===== src/rtl/pix_frame_writer.sv =====
// Buffers pipeline beats in a FIFO and writes them to a frame buffer with raster address and sof/eol tags.
// Latency: push to presented write in 2 edges; input has no backpressure (full FIFO drops), mem_wr_ready stalls writes.
module pix_frame_writer #(
    parameter int WIDTH      = 640,
    parameter int HEIGHT     = 480,
    parameter int LANES      = 8,
    parameter int PIX_W      = 8,
    parameter int FIFO_DEPTH = 16,
    parameter int ADDR_W     = 16
) (
    input  logic                             clk,
    input  logic                             rst_n,
    input  logic                             clr,
    input  logic                             in_valid,
    input  logic [LANES*PIX_W-1:0]           pix_in,
    output logic                             mem_wr_en,
    input  logic                             mem_wr_ready,
    output logic [ADDR_W-1:0]                mem_addr,
    output logic [LANES*PIX_W-1:0]           mem_wdata,
    output logic                             mem_sof,
    output logic                             mem_eol,
    output logic                             frame_done,
    output logic                             overflow,
    output logic [$clog2(FIFO_DEPTH):0]      fifo_level
);

    localparam int DW  = LANES * PIX_W;
    localparam int PW  = $clog2(FIFO_DEPTH);
    localparam int LW  = PW + 1;
    localparam int BPL = WIDTH / LANES;
    localparam int BPF = BPL * HEIGHT;

    typedef enum logic [1:0] {S_IDLE, S_WRITE, S_DONE} state_t;

    state_t            state_q, state_d;
    logic [DW-1:0]     mem_q [FIFO_DEPTH];
    logic [PW-1:0]     wr_ptr_q, wr_ptr_d, rd_ptr_q, rd_ptr_d;
    logic [LW-1:0]     level_q, level_d;
    logic              en_q, en_d, sof_q, sof_d, eol_q, eol_d;
    logic              done_q, done_d, ovf_q, ovf_d;
    logic [ADDR_W-1:0] addr_q, addr_d, xb_q, xb_d;
    logic [DW-1:0]     wdata_q, wdata_d, head_next;
    logic              xfer, full, push;

    assign xfer = en_q & mem_wr_ready;
    assign full = (level_q == LW'(FIFO_DEPTH));
    assign push = in_valid & ~clr & (~full | xfer);

    // Head after a pop: the next stored entry, or the beat being pushed right now if none is stored.
    assign head_next = (level_q > LW'(1)) ? mem_q[rd_ptr_q + PW'(1)] : pix_in;

    always_comb begin
        state_d  = state_q;
        en_d     = en_q;
        wdata_d  = wdata_q;
        addr_d   = addr_q;
        xb_d     = xb_q;
        done_d   = 1'b0;
        level_d  = level_q + LW'(push) - LW'(xfer);
        wr_ptr_d = wr_ptr_q + PW'(push);
        rd_ptr_d = rd_ptr_q + PW'(xfer);
        ovf_d    = ovf_q | (in_valid & full & ~xfer);

        if (xfer) begin
            if (addr_q == ADDR_W'(BPF - 1)) begin
                addr_d = '0;
                xb_d   = '0;
            end else begin
                addr_d = addr_q + ADDR_W'(1);
                xb_d   = (xb_q == ADDR_W'(BPL - 1)) ? '0 : xb_q + ADDR_W'(1);
            end
        end

        case (state_q)
            S_IDLE, S_DONE: begin
                if (level_q != '0) begin
                    state_d = S_WRITE;
                    en_d    = 1'b1;
                    wdata_d = mem_q[rd_ptr_q];
                end else begin
                    state_d = S_IDLE;
                    en_d    = 1'b0;
                end
            end
            S_WRITE: begin
                if (xfer) begin
                    if (addr_q == ADDR_W'(BPF - 1)) begin
                        state_d = S_DONE;
                        en_d    = 1'b0;
                        done_d  = 1'b1;
                    end else if (level_d != '0) begin
                        en_d    = 1'b1;
                        wdata_d = head_next;
                    end else begin
                        state_d = S_IDLE;
                        en_d    = 1'b0;
                    end
                end
            end
            default: begin
                state_d = S_IDLE;
                en_d    = 1'b0;
            end
        endcase

        if (clr) begin
            state_d  = S_IDLE;
            en_d     = 1'b0;
            wdata_d  = '0;
            addr_d   = '0;
            xb_d     = '0;
            done_d   = 1'b0;
            level_d  = '0;
            wr_ptr_d = '0;
            rd_ptr_d = '0;
            ovf_d    = 1'b0;
        end

        sof_d = en_d & (addr_d == '0);
        eol_d = en_d & (xb_d == ADDR_W'(BPL - 1));
    end

    always_ff @(posedge clk) begin
        if (push) begin
            mem_q[wr_ptr_q] <= pix_in;
        end
    end

    always_ff @(posedge clk or negedge rst_n) begin
        if (!rst_n) begin
            state_q  <= S_IDLE;
            en_q     <= 1'b0;
            wdata_q  <= '0;
            addr_q   <= '0;
            xb_q     <= '0;
            sof_q    <= 1'b0;
            eol_q    <= 1'b0;
            done_q   <= 1'b0;
            ovf_q    <= 1'b0;
            level_q  <= '0;
            wr_ptr_q <= '0;
            rd_ptr_q <= '0;
        end else begin
            state_q  <= state_d;
            en_q     <= en_d;
            wdata_q  <= wdata_d;
            addr_q   <= addr_d;
            xb_q     <= xb_d;
            sof_q    <= sof_d;
            eol_q    <= eol_d;
            done_q   <= done_d;
            ovf_q    <= ovf_d;
            level_q  <= level_d;
            wr_ptr_q <= wr_ptr_d;
            rd_ptr_q <= rd_ptr_d;
        end
    end

    assign mem_wr_en  = en_q;
    assign mem_addr   = addr_q;
    assign mem_wdata  = wdata_q;
    assign mem_sof    = sof_q;
    assign mem_eol    = eol_q;
    assign frame_done = done_q;
    assign overflow   = ovf_q;
    assign fifo_level = level_q;

endmodule


===== config.mk =====
export PLATFORM = sky130hd
export DESIGN_NAME = pix_frame_writer
export DESIGN_NICKNAME = d
export VERILOG_FILES = /design/src/rtl/pix_frame_writer.sv
export SDC_FILE = /design/constraint.sdc
export NUM_CORES = 2
export LEC_CHECK = 0
export CAP_MARGIN = 30
export CORE_ASPECT_RATIO = 1.1
export CORE_MARGIN = 1
export CORE_UTILIZATION = 57
export DETAILED_ROUTE_END_ITERATION = 7
export HOLD_SLACK_MARGIN = 0.02
export PLACE_DENSITY = 0.76
export SYNTH_ARGS = -nofsm -noshare
export SYNTH_HDL_FRONTEND = slang
export SYNTH_SLANG_ARGS = --single-unit

===== constraint.sdc =====
create_clock -name clk -period 10.8 [get_ports clk]
set_input_delay 2.7 -clock clk [delete_from_list [all_inputs] [get_ports clk]]
set_output_delay 2.7 -clock clk [all_outputs]
set_load 0.03 [all_outputs]

==> results_dict.tcl <==
set metrics [dict create \
    critical_path_arrival_ps 7150 \
    synthCells 2973 \
    rrSetupSlack_ps 6240 \
    slew_viol_final 0 \
    die_w_um 293 \
    async_flop_share 0.102 \
    dp_cells 4200 \
    fill_cells 6158 \
    clk_latency_ps 700 \
    yosys_register_bits 1140 \
    postCtsHoldBufs 0 \
    postCtsSetupBuffers 0 \
    vias 30900 \
    cellInternalPower_w 0.00856 \
    io_buffers 158 \
    period_share 0.612 \
    initial_core_util 0.576 \
    clkPwrFrac 0.333 \
    h-tree-depth 3 \
    max_cap_viol_count 0 \
    wirelength_um 133000 \
    critPathLaunchType "primary input" \
    ant_nets 0 \
    routed_via_density 6.98 \
    swShare 0.291 \
    final_util 0.649 \
    first_global_vias 32200 \
    synthFlopType "edfxtp_1" \
    routedWlPerCell_um 30.1 \
    drc 0 \
    globalRouteTotalUtil 0.284 \
    slew_headroom 0.222 \
    yosys.area.top_type_share 0.577 \
    rsz0062_at_grt "no" \
    crit_chain "clkdlybuf4s50_1, nand2_1, nand3_1, nand3b_1, ha_1, inv_1, ha_1, fa_1, nand2b_1, a21oi_1, o21ai_0, nor4bb_1, o41a_2, buf_12, o21ai_0" \
    cp-endpoint "mem_wdata[7]" \
    ios 159 \
    cts_sinks 1140 \
    multiInputGateArea_mm2 0.0186 \
    gp_congestion 0.868 \
    cts_tree "done" \
    switchingPower_w 0.00351 \
    pwr_density_cell_mw_per_mm2 201 \
    worstReg2RegStart "rd_ptr_q[0]" \
    peakVddDrop_v 0.000220 \
    synth_top_area_cell "edfxtp_1" \
    period_minus_slack_ps 6610 \
    stdcell_area_mm2 0.0600 \
    post_cts_resized 0 \
    finalSetupViolations 0 \
    cts-root-buf "clkbuf_16" \
    hpwl_um 73500 \
    finalSetupTns_ps 0 \
    synthTopCellsByArea "edfxtp_1, mux4_2, dfrtp_1" \
    synth_edf_count 1024 \
    die-area_mm2 0.0947 \
    netlist-cell-type-count 55 \
    worst_pin_slew_ps 1170 \
    netlist_area_mm2 0.0533 \
    grt_max_degree 159 \
    critPathSlowestCell "clkdlybuf4s50_1" \
    syn_to_final_growth_pct 12.7 \
    r2r_cells 8 \
    fin_skew_ps 29.9 \
    first_iter_violations 3569 \
    status "finished clean" \
    clockBufferDepth 3 \
    worstSetupStartpoint "mem_wr_ready" \
    hp-class "reg2reg" \
    path_clk_slew_ps 60 \
    power_frac_seq 0.423 \
    cts_made_buffers 112 \
    syn_avg_cell_area_um2 17.9 \
    required_ps 11340 \
    end_kind "flip-flop" \
    hold_viol 0 \
    drive_above_1_share 0.241 \
    dr.pass1.iters 6 \
    rows 117 \
    post_dp_cell_area_mm2 0.0562 \
    antenna_found_initial 6 \
    cp_max_fo 128 \
    max_freq_mhz 151 \
    yosys_warnings 0 \
    die_height_um 323 \
    total_leakage_power_nw 18.3 \
    pwr-share-comb 0.244 \
    fin_nets 3152 \
    regArea_mm2 0.0337 \
    coreArea_mm2 0.0925 \
    slowest_delay_ps 490 \
    overflow 0 \
    worstSetupPathType "in2reg" \
    grt_pass1_wl_um 199000 \
    worst_r2r_endpoint "mem_wdata[22]" \
    synth_nets 3058 \
    stdcell_count 4418 \
    yosysSeqAreaShare 0.632 \
]
==> worst min-delay path by stage <==
stage,startpoint,to,depth (start not counted)
final,mem_wdata[28],mem_wdata[28],2
after floorplan,xb_q[15],xb_q[15],2
after CTS,mem_wdata[28],mem_wdata[28],2
after global placement,mem_wdata[27],mem_wdata[27],2
after global routing,mem_wdata[24],mem_wdata[24],2
after detailed placement,mem_wdata[28],mem_wdata[28],2
==> Yosys cell counts, drive strengths merged (15+ instances only) <==
master / n
ha: 15
a21oi: 16
a221oi: 82
o41ai: 23
inv: 17
xnor2: 19
a211oi: 69
nor2: 91
edfxtp: 1024
dfrtp: 116
o21ai: 132
a31oi: 45
o221ai: 41
a22oi: 42
nor3: 15
xor2: 16
nand2: 128
buf: 127
clkbuf: 117
mux4: 453
mux2i: 270
nor2b: 32
==> cell families after synthesis <==
logic type,synth area share
DFF,0.632
muxes,0.243
adders and majority gates,0.00390
and+or+nand+nor,0.0288
xor gates and xnor gates,0.00576
buffers and inverters,0.0228
AOI/OAI and AO/OA,0.0640
==> worst max-delay path: cells and delay by family <==
kind | cells | cell delay (ps)
AOI/OAI and AO/OA | 4 | 740
buffers and inverters | 3 | 1000
adders and majority gates | 3 | 1060
and+or+nand+nor | 5 | 1430
==> power groups by stage <==
stage,registers (W),clock network (W),logic (W)
6_report,0.00510,0.00402,0.00294
5_1_grt,0.00512,0.00423,0.00311
4_1_cts,0.00511,0.00407,0.00293
3_5_place_dp,0.00520,0,0.00292
3_3_place_gp,0.00519,0,0.00283
2_1_floorplan,0.00534,0,0.00186
==> flip-flops by register name, summed over array words and instances, names as in the netlist, 2 cells and up <==
name / flops
fifo_level: 5
mem_addr: 16
mem_q: 1024
mem_wdata: 64
rd_ptr_q: 4
state_q: 2
wr_ptr_q: 4
xb_q: 16
==> cells in the final DEF (no fill, tap or decap), types with 12 or more instances in the layout <==
master / n
a211oi_1: 69
a21oi_1: 16
a221oi_1: 82
a22oi_1: 42
a31oi_1: 45
buf_4: 50
bufinv_16: 14
clkbuf_1: 25
clkbuf_16: 114
clkdlybuf4s50_1: 156
clkinv_2: 28
dfrtp_1: 112
edfxtp_1: 1024
ha_1: 14
inv_1: 17
mux2i_1: 270
mux4_2: 453
nand2_1: 128
nand3_1: 14
nor2_1: 79
nor2_4: 12
nor2b_1: 30
o21ai_0: 102
o21ai_1: 30
o221ai_1: 41
o41ai_2: 23
xnor2_1: 18
xor2_1: 15
==> routing by layer <==
layer,global-route usage,vias to the layer above,routed length (um)
li1,-,12700,-
met1,0.374,16000,49400
met2,0.470,1736,66400
met3,0.0519,339,12200
met4,0.114,8,4730
met5,0,-,46
==> final cells by class <==
class | instances | share of cell area
antenna | 4 | 0.000167
clock buffer | 148 | 0.0511
clock inverter | 64 | 0.0123
inverter | 18 | 0.00113
multi-input combinational | 1571 | 0.309
sequential | 1140 | 0.561
tap | 1249 | 0.0260
timing repair buffer | 224 | 0.0391
==> metrics by stage <==
stage          setup slack [ps]  total power, W  hold WS [ps]
2_1_floorplan              2360         0.00720           517
3_3_place_gp               3780         0.00802           462
3_5_place_dp               3620         0.00812           470
4_1_cts                    4340          0.0121           484
5_1_grt                    3930          0.0125           502
6_report                   4190          0.0121           475
Power figures use the tool's default switching activity.
